--- config.mk ---
export PLATFORM = sky130hd
export DESIGN_NAME = muldiv_unit_flat
export DESIGN_NICKNAME = d
export VERILOG_FILES = /design/src/rtl/muldiv_if.sv /design/src/rtl/muldiv_unit.sv /design/src/flat_wrapper.sv
export SDC_FILE = /design/constraint.sdc
export NUM_CORES = 1
export LEC_CHECK = 0
export CORE_MARGIN = 5
export CORE_UTILIZATION = 60
export CTS_CLUSTER_DIAMETER = 40
export DETAILED_ROUTE_END_ITERATION = 16
export GPL_ROUTABILITY_DRIVEN = 0
export GPL_TIMING_DRIVEN = 1
export PLACE_DENSITY = 0.86
export REMOVE_ABC_BUFFERS = 1
export SLEW_MARGIN = 0
export SYNTH_ARGS = -nofsm -noshare
export SYNTH_HDL_FRONTEND = slang
export SYNTH_SLANG_ARGS = --single-unit
--- constraint.sdc ---
create_clock -name clk -period 5.52 [get_ports clk]
set_input_delay 1.656 -clock clk [delete_from_list [all_inputs] [get_ports clk]]
set_output_delay 1.656 -clock clk [all_outputs]
set_load 0.01 [all_outputs]
--- src/rtl/muldiv_if.sv ---
// rtl/muldiv_if.sv - request/response bundle between the execute stage and the multiply/divide unit
//
// Purpose: groups the launch, flush and completion signals of the M-extension unit.
// Ports (master = pipeline side, slave = muldiv_unit side):
//   start      master->slave  launch an op (taken only while busy is low)
//   funct3     master->slave  op select: MUL,MULH,MULHSU,MULHU,DIV,DIVU,REM,REMU
//   operand_a  master->slave  rs1 value (multiplicand / dividend)
//   operand_b  master->slave  rs2 value (multiplier / divisor)
//   rd_in      master->slave  destination register tag
//   flush      master->slave  abort the in-flight op
//   busy       slave->master  op in flight, stall request
//   done       slave->master  one-cycle completion pulse
//   result     slave->master  op result, held until the next completion
//   rd_out     slave->master  tag of the completed op, held with result
interface muldiv_if #(
  parameter int XLEN  = 32,
  parameter int TAG_W = 5
);
  logic             start;
  logic [2:0]       funct3;
  logic [XLEN-1:0]  operand_a;
  logic [XLEN-1:0]  operand_b;
  logic [TAG_W-1:0] rd_in;
  logic             flush;
  logic             busy;
  logic             done;
  logic [XLEN-1:0]  result;
  logic [TAG_W-1:0] rd_out;

  modport master (
    output start, funct3, operand_a, operand_b, rd_in, flush,
    input  busy, done, result, rd_out
  );

  modport slave (
    input  start, funct3, operand_a, operand_b, rd_in, flush,
    output busy, done, result, rd_out
  );
endinterface

--- src/rtl/muldiv_unit.sv ---
// rtl/muldiv_unit.sv - iterative RV-M multiply/divide unit, one shift-add/shift-subtract step per cycle
//
// Purpose: executes the eight M-extension ops on operand magnitudes, one iteration per
// clock, then sign-corrects and presents the result with a one-cycle done pulse.
// Divide-by-zero and signed overflow finish immediately without iterating.
// Ports:
//   clk    in  clock, all state updates on the rising edge
//   reset  in  synchronous active-high reset (wins over flush and start)
//   bus    muldiv_if.slave: start/funct3/operand_a/operand_b/rd_in/flush in,
//          busy/done/result/rd_out out
module muldiv_unit #(
  parameter int XLEN  = 32,
  parameter int TAG_W = 5
) (
  input  logic     clk,
  input  logic     reset,
  muldiv_if.slave  bus
);

  localparam int CNT_W = $clog2(XLEN + 1);

  typedef enum logic [1:0] {
    S_IDLE = 2'd0,
    S_RUN  = 2'd1,
    S_DONE = 2'd2
  } state_t;

  state_t             state_q, state_d;
  logic [CNT_W-1:0]   cnt_q, cnt_d;
  // Shared working register: multiply {partial product hi, multiplier lo},
  // divide {partial remainder hi, dividend/quotient lo}.
  logic [2*XLEN-1:0]  acc_q, acc_d;
  // Multiplicand magnitude for multiply, divisor magnitude for divide.
  logic [XLEN-1:0]    opnd_q, opnd_d;
  logic [2:0]         funct3_q, funct3_d;
  logic               neg_res_q, neg_res_d;
  logic               neg_rem_q, neg_rem_d;
  logic [TAG_W-1:0]   tag_q, tag_d;
  logic [XLEN-1:0]    result_q, result_d;
  logic [TAG_W-1:0]   rd_q, rd_d;

  // ---------------- launch-time operand decode ----------------
  logic              is_div;
  logic              a_signed, b_signed;
  logic              a_neg, b_neg;
  logic [XLEN-1:0]   a_mag, b_mag;
  logic              b_zero, sgn_ovf, fast;
  logic [XLEN-1:0]   fast_result;

  always_comb begin
    is_div   = bus.funct3[2];
    // Signed A: MUL, MULH, MULHSU, DIV, REM. Signed B: MUL, MULH, DIV, REM.
    a_signed = is_div ? ~bus.funct3[0] : (bus.funct3[1:0] != 2'b11);
    b_signed = is_div ? ~bus.funct3[0] : ~bus.funct3[1];
    a_neg    = a_signed & bus.operand_a[XLEN-1];
    b_neg    = b_signed & bus.operand_b[XLEN-1];
    // MIN_INT negates to itself, which is its correct unsigned magnitude.
    a_mag    = a_neg ? -bus.operand_a : bus.operand_a;
    b_mag    = b_neg ? -bus.operand_b : bus.operand_b;
    b_zero   = (bus.operand_b == '0);
    sgn_ovf  = (bus.operand_a == {1'b1, {(XLEN-1){1'b0}}}) && (bus.operand_b == '1);
    fast     = is_div && (b_zero || (~bus.funct3[0] && sgn_ovf));
    // funct3[1] separates REM/REMU from DIV/DIVU.
    if (b_zero) begin
      fast_result = bus.funct3[1] ? bus.operand_a : '1;
    end else begin
      fast_result = bus.funct3[1] ? '0 : bus.operand_a;
    end
  end

  // ---------------- one iteration ----------------
  logic [XLEN:0]      mul_sum;
  logic [2*XLEN-1:0]  mul_next;
  logic [XLEN:0]      div_shift, div_diff;
  logic [2*XLEN-1:0]  div_next;

  always_comb begin
    mul_sum  = {1'b0, acc_q[2*XLEN-1:XLEN]} + (acc_q[0] ? {1'b0, opnd_q} : '0);
    // The carry out of the add becomes the new top bit after the right shift.
    mul_next = {mul_sum, acc_q[XLEN-1:1]};

    div_shift = {acc_q[2*XLEN-1:XLEN], acc_q[XLEN-1]};
    div_diff  = div_shift - {1'b0, opnd_q};
    // A borrow (top bit set) means the trial subtraction failed: restore.
    if (!div_diff[XLEN]) begin
      div_next = {div_diff[XLEN-1:0], acc_q[XLEN-2:0], 1'b1};
    end else begin
      div_next = {div_shift[XLEN-1:0], acc_q[XLEN-2:0], 1'b0};
    end
  end

  // ---------------- sign correction ----------------
  logic [2*XLEN-1:0]  prod_fix;
  logic [XLEN-1:0]    quo_fix, rem_fix;
  logic [XLEN-1:0]    final_result;

  always_comb begin
    prod_fix = neg_res_q ? -acc_q : acc_q;
    quo_fix  = neg_res_q ? -acc_q[XLEN-1:0] : acc_q[XLEN-1:0];
    rem_fix  = neg_rem_q ? -acc_q[2*XLEN-1:XLEN] : acc_q[2*XLEN-1:XLEN];
    if (!funct3_q[2]) begin
      final_result = (funct3_q[1:0] == 2'b00) ? prod_fix[XLEN-1:0] : prod_fix[2*XLEN-1:XLEN];
    end else begin
      final_result = funct3_q[1] ? rem_fix : quo_fix;
    end
  end

  // ---------------- FSM next state ----------------
  always_comb begin
    state_d   = state_q;
    cnt_d     = cnt_q;
    acc_d     = acc_q;
    opnd_d    = opnd_q;
    funct3_d  = funct3_q;
    neg_res_d = neg_res_q;
    neg_rem_d = neg_rem_q;
    tag_d     = tag_q;
    result_d  = result_q;
    rd_d      = rd_q;

    unique case (state_q)
      S_IDLE: begin
        if (bus.start && !bus.flush) begin
          funct3_d = bus.funct3;
          tag_d    = bus.rd_in;
          if (fast) begin
            result_d = fast_result;
            rd_d     = bus.rd_in;
            state_d  = S_DONE;
          end else begin
            acc_d     = {{XLEN{1'b0}}, (is_div ? a_mag : b_mag)};
            opnd_d    = is_div ? b_mag : a_mag;
            neg_res_d = a_neg ^ b_neg;
            neg_rem_d = a_neg;
            cnt_d     = '0;
            state_d   = S_RUN;
          end
        end
      end

      S_RUN: begin
        if (bus.flush) begin
          cnt_d   = '0;
          state_d = S_IDLE;
        end else if (cnt_q == CNT_W'(XLEN)) begin
          // All XLEN iterations are in; this edge only finalizes.
          result_d = final_result;
          rd_d     = tag_q;
          cnt_d    = '0;
          state_d  = S_DONE;
        end else begin
          acc_d = funct3_q[2] ? div_next : mul_next;
          cnt_d = cnt_q + CNT_W'(1);
        end
      end

      S_DONE: begin
        state_d = S_IDLE;
      end

      default: begin
        state_d = S_IDLE;
      end
    endcase
  end

  // ---------------- state registers ----------------
  always_ff @(posedge clk) begin
    if (reset) begin
      state_q   <= S_IDLE;
      cnt_q     <= '0;
      acc_q     <= '0;
      opnd_q    <= '0;
      funct3_q  <= '0;
      neg_res_q <= 1'b0;
      neg_rem_q <= 1'b0;
      tag_q     <= '0;
      result_q  <= '0;
      rd_q      <= '0;
    end else begin
      state_q   <= state_d;
      cnt_q     <= cnt_d;
      acc_q     <= acc_d;
      opnd_q    <= opnd_d;
      funct3_q  <= funct3_d;
      neg_res_q <= neg_res_d;
      neg_rem_q <= neg_rem_d;
      tag_q     <= tag_d;
      result_q  <= result_d;
      rd_q      <= rd_d;
    end
  end

  assign bus.busy   = (state_q != S_IDLE);
  assign bus.done   = (state_q == S_DONE);
  assign bus.result = result_q;
  assign bus.rd_out = rd_q;

endmodule

--- src/flat_wrapper.sv ---
// flat-port wrapper written by rule: the top's interface ports become plain ports
module muldiv_unit_flat 
#(
  parameter int XLEN  = 32,
  parameter int TAG_W = 5
)
  (clk, reset, bus_start, bus_funct3, bus_operand_a, bus_operand_b, bus_rd_in, bus_flush, bus_busy, bus_done, bus_result, bus_rd_out);
  muldiv_if #(.XLEN(XLEN), .TAG_W(TAG_W)) bus_i ();
  input  logic clk;
  input  logic reset;
  input wire logic [$bits(bus_i.start)-1:0] bus_start;
  input wire logic [$bits(bus_i.funct3)-1:0] bus_funct3;
  input wire logic [$bits(bus_i.operand_a)-1:0] bus_operand_a;
  input wire logic [$bits(bus_i.operand_b)-1:0] bus_operand_b;
  input wire logic [$bits(bus_i.rd_in)-1:0] bus_rd_in;
  input wire logic [$bits(bus_i.flush)-1:0] bus_flush;
  output wire logic [$bits(bus_i.busy)-1:0] bus_busy;
  output wire logic [$bits(bus_i.done)-1:0] bus_done;
  output wire logic [$bits(bus_i.result)-1:0] bus_result;
  output wire logic [$bits(bus_i.rd_out)-1:0] bus_rd_out;
  assign bus_i.start = bus_start;
  assign bus_i.funct3 = bus_funct3;
  assign bus_i.operand_a = bus_operand_a;
  assign bus_i.operand_b = bus_operand_b;
  assign bus_i.rd_in = bus_rd_in;
  assign bus_i.flush = bus_flush;
  assign bus_busy = bus_i.busy;
  assign bus_done = bus_i.done;
  assign bus_result = bus_i.result;
  assign bus_rd_out = bus_i.rd_out;
  muldiv_unit #(.XLEN(XLEN), .TAG_W(TAG_W)) u_core (.clk(clk), .reset(reset), .bus(bus_i));
endmodule
==> impl_metrics.toml <==
[status]
status = "finished, final reports clean"

[sta]
fmax_mhz = 208
final.setup_skew_ns = 0.0119
postLayoutSetupSlackWorst_ns = 0.709
finalWorstPathRequiredPeriod_ns = 4.81
max_slew_margin_pct = 32.3
final-max-slew-violation-count = 0
setup_viol = 0
min_period_over_period_pct = 87.2
worst_slew_pin_tran_ns = 1.01
final.setup.tns_ns = 0
finalHoldViolCount = 0
grt_setup_unrepaired = "no"

[drt]
detail_route.wirelength_um = 53700
drtAntennaViolNets = 0
routed-via-count = 17500
drtIter0Drc = 2241
drt_drc_violations_left = 0
viasPerCell = 6.87
firstDrtPassIters = 6
wl_per_cell_um = 21.1

[cts]
tritoncts_num_sinks = 151
post_cts.resized_instances = 0
htreeDepth = 4
post-cts-setup-buffers = 0
cts_made_buffers = 17
maximum_number_of_buffers_from_clock_root_to_sink = 2
cts_tree = "yes"
clk_pin_slew_ns = 0.07
cts_hold_repair.buffers = 0
worstSkewPairLatency_ns = 0.44
cts-root-buf = "sky130_fd_sc_hd__clkbuf_16"

[critical_path]
crit_required_ns = 5.81
worst_setup_path_end_kind = "flop"
reg2reg_to = "u_core.acc_q[57]$_SDFFE_PP0P_"
worst-path-max-fanout = 28
crit_path_start_kind = "input pin"
timing.rr.start = "u_core.acc_q[0]$_SDFFE_PP0P_"
rrSetupSlack_ns = 1.33
critPathArrivalTime_ns = 5.10
worst_setup_path_startpoint = "bus_operand_b[13]"
critical_path_class = "in -> reg"
ff2ff_path_depth = 13

[power]
ir_drop_mv = 0.218
leakagePower_nw = 6.55
pwr_density_cell_nw_per_um2 = 189
total_power_mw = 3.30

[logic_synthesis]
number_of_flops_mapped_to_enable_cells_by_yosys = 0
postSynthCellCount = 2192
synth.avg_cell_area_um2 = 7.15
synth_sequential_area_ratio_pct = 19.3
yosysUniqueCellTypes = 88
synth-main-ff-cell = "sky130_fd_sc_hd__dfxtp_1"
mappedNetlistArea_um2 = 15700
synth_async_sr_flop_share_pct = 0
synth_top_cell_by_area = "sky130_fd_sc_hd__dfxtp_1"
synth_warnings = 0
top_cells_by_area_synth = "sky130_fd_sc_hd__dfxtp_1 (19%), sky130_fd_sc_hd__nor2_1 (5.8%), sky130_fd_sc_hd__nand2_1 (5.8%), sky130_fd_sc_hd__ha_1 (5.7%), sky130_fd_sc_hd__xor2_1 (5.4%)"
ys_seq_elements = 151
synth_top_area_share_pct = 19.3

[global_routing]
grt_antenna_before_repair = 0
grt_pass1_wl_um = 84500
global_route.usage.total_pct = 35.3
global_route.overflow_total = 0
grt_start_max_net_pins = 70
vias_in_the_first_global_route = 16200

[finish]
area_growth_pct = 11.6
antenna-diode-count = 0
finish.cell_count_without_fillers = 2541
drive_above_1_share_pct = 5.58
postLayoutCellArea_um2 = 17500
design.final.nets = 2342

[floorplan]
vertical_die_dimension_um = 172
floorplan.die_area_um2 = 29500
io_pins = 115
initial_utilization_pct = 60.5
fp.coreArea_um2 = 25900
chipWidth_um = 172
row_count = 59

[placed_design]
place.detailed.hpwl_um = 40100
placedCellCount = 2509
placed_area_um2 = 16900
numPortBuffers = 114
dpl_worst_slack_ns = 0.369

[job]
timing.max_cap.violations = 0

[worst_hold_path]
min-delay-path-class = "reg -> reg"
worstHoldEndpoint = "u_core.opnd_q[23]$_SDFFE_PP0P_"
hold-path-cell-count = 2
worst_hold_startpoint = "u_core.opnd_q[23]$_SDFFE_PP0P_"
-- cell usage in the layout (no fill, tap or decap), types with 18 or more instances in the layout --
cell type / count
sky130_fd_sc_hd__clkdlybuf4s50_1: 112
sky130_fd_sc_hd__inv_1: 64
sky130_fd_sc_hd__or3_1: 24
sky130_fd_sc_hd__nand3_1: 36
sky130_fd_sc_hd__mux2i_1: 72
sky130_fd_sc_hd__dfxtp_1: 150
sky130_fd_sc_hd__o211ai_1: 49
sky130_fd_sc_hd__xor2_1: 96
sky130_fd_sc_hd__nand4_1: 25
sky130_fd_sc_hd__xnor2_1: 89
sky130_fd_sc_hd__o31ai_1: 35
sky130_fd_sc_hd__a311oi_1: 21
sky130_fd_sc_hd__nand2b_1: 18
sky130_fd_sc_hd__nor2_1: 243
sky130_fd_sc_hd__nor3_1: 59
sky130_fd_sc_hd__a31oi_1: 25
sky130_fd_sc_hd__a211oi_1: 47
sky130_fd_sc_hd__maj3_1: 29
sky130_fd_sc_hd__o21ai_0: 124
sky130_fd_sc_hd__a21oi_1: 166
sky130_fd_sc_hd__o22ai_1: 20
sky130_fd_sc_hd__ha_1: 71
sky130_fd_sc_hd__buf_4: 32
sky130_fd_sc_hd__nand2_1: 242
sky130_fd_sc_hd__a21o_1: 36
-- state kept, by name (all words and copies together), names as in the netlist --
signal	flops
u_core.cnt_q	6
u_core.tag_q	5
u_core.bus.result	32
u_core.bus.rd_out	5
u_core.state_q	2
u_core.neg_rem_q	1
u_core.neg_res_q	1
u_core.acc_q	64
u_core.opnd_q	32
u_core.funct3_q	3
-- worst max path at each step --
stage | cells past startpoint | to | slack [ns]
2_1_floorplan | 8 | u_core.bus.result[25]$_SDFFE_PP0P_ | 0.03
3_3_place_gp | 10 | u_core.bus.result[31]$_SDFFE_PP0P_ | 0.43
3_5_place_dp | 10 | u_core.bus.result[31]$_SDFFE_PP0P_ | 0.37
4_1_cts | 11 | u_core.acc_q[31]$_SDFFE_PP0P_ | 0.78
5_1_grt | 11 | u_core.acc_q[31]$_SDFFE_PP0P_ | 0.63
6_report | 10 | u_core.bus.result[21]$_SDFFE_PP0P_ | 0.71
-- layer usage --
metal / wire length [um] / part of all wire (%) / track usage, % / vias up
li1: - / - / - / 7990
met1: 20600 / 38 / 45.4 / 8065
met2: 23700 / 44 / 55.5 / 1166
met3: 6480 / 12 / 7.77 / 244
met4: 2950 / 5.5 / 18.1 / 0
met5: 0 / 0 / 0 / -
-- area by class of cell --
class	instances	area, um2
clock inverters	13	97.6
multi-input cells	1807	11800
well taps	335	419
flip-flops and latches	151	3020
clock buffers	19	453
inverters	66	248
repair buffers	150	1470
fillers	2102	8410
-- through the flow --
stage	hold WS, ns	utilization [%]
floorplan	0.426	-
global placement	0.439	65.4
detailed placement	0.446	65.4
CTS	0.453	67.5
global route	0.480	67.5
finish	0.453	67.5
-- where the power goes --
part	internal (mW)	switching [mW]
clock network	0.602	0.511
logic	0.386	0.603
registers	1.13	0.0712
-- critical path, stage by stage --
cell	delay, ns
sky130_fd_sc_hd__clkdlybuf4s50_1	0.50
sky130_fd_sc_hd__or4_1	0.61
sky130_fd_sc_hd__nand4bb_1	0.36
sky130_fd_sc_hd__or4_1	0.56
sky130_fd_sc_hd__o22ai_2	0.27
sky130_fd_sc_hd__nand3b_2	0.15
sky130_fd_sc_hd__a211o_1	0.32
sky130_fd_sc_hd__buf_4	0.26
sky130_fd_sc_hd__a211oi_1	0.32
sky130_fd_sc_hd__nor3_1	0.09
-- cell usage after synthesis, drive strengths merged (49+ instances only) --
master	n
a21oi	166
dfxtp	151
inv	64
xor2	96
nor3	59
o211ai	49
ha	71
mux2i	72
nand2	243
o21ai	130
clkbuf	139
nor2	246
a211oi	53
xnor2	90
-- cell families after synthesis --
kind of cell	after synthesis	share of synthesized area (%)
buffers and inverters	234	5.87
xor gates and xnor gates	186	10.4
muxes	77	4.95
DFF	151	19.3
adders and majority gates	102	7.77
and+or+nand+nor	768	23.0
AOI/OAI and AO/OA	674	28.6
Power figures use the tool's default switching activity.
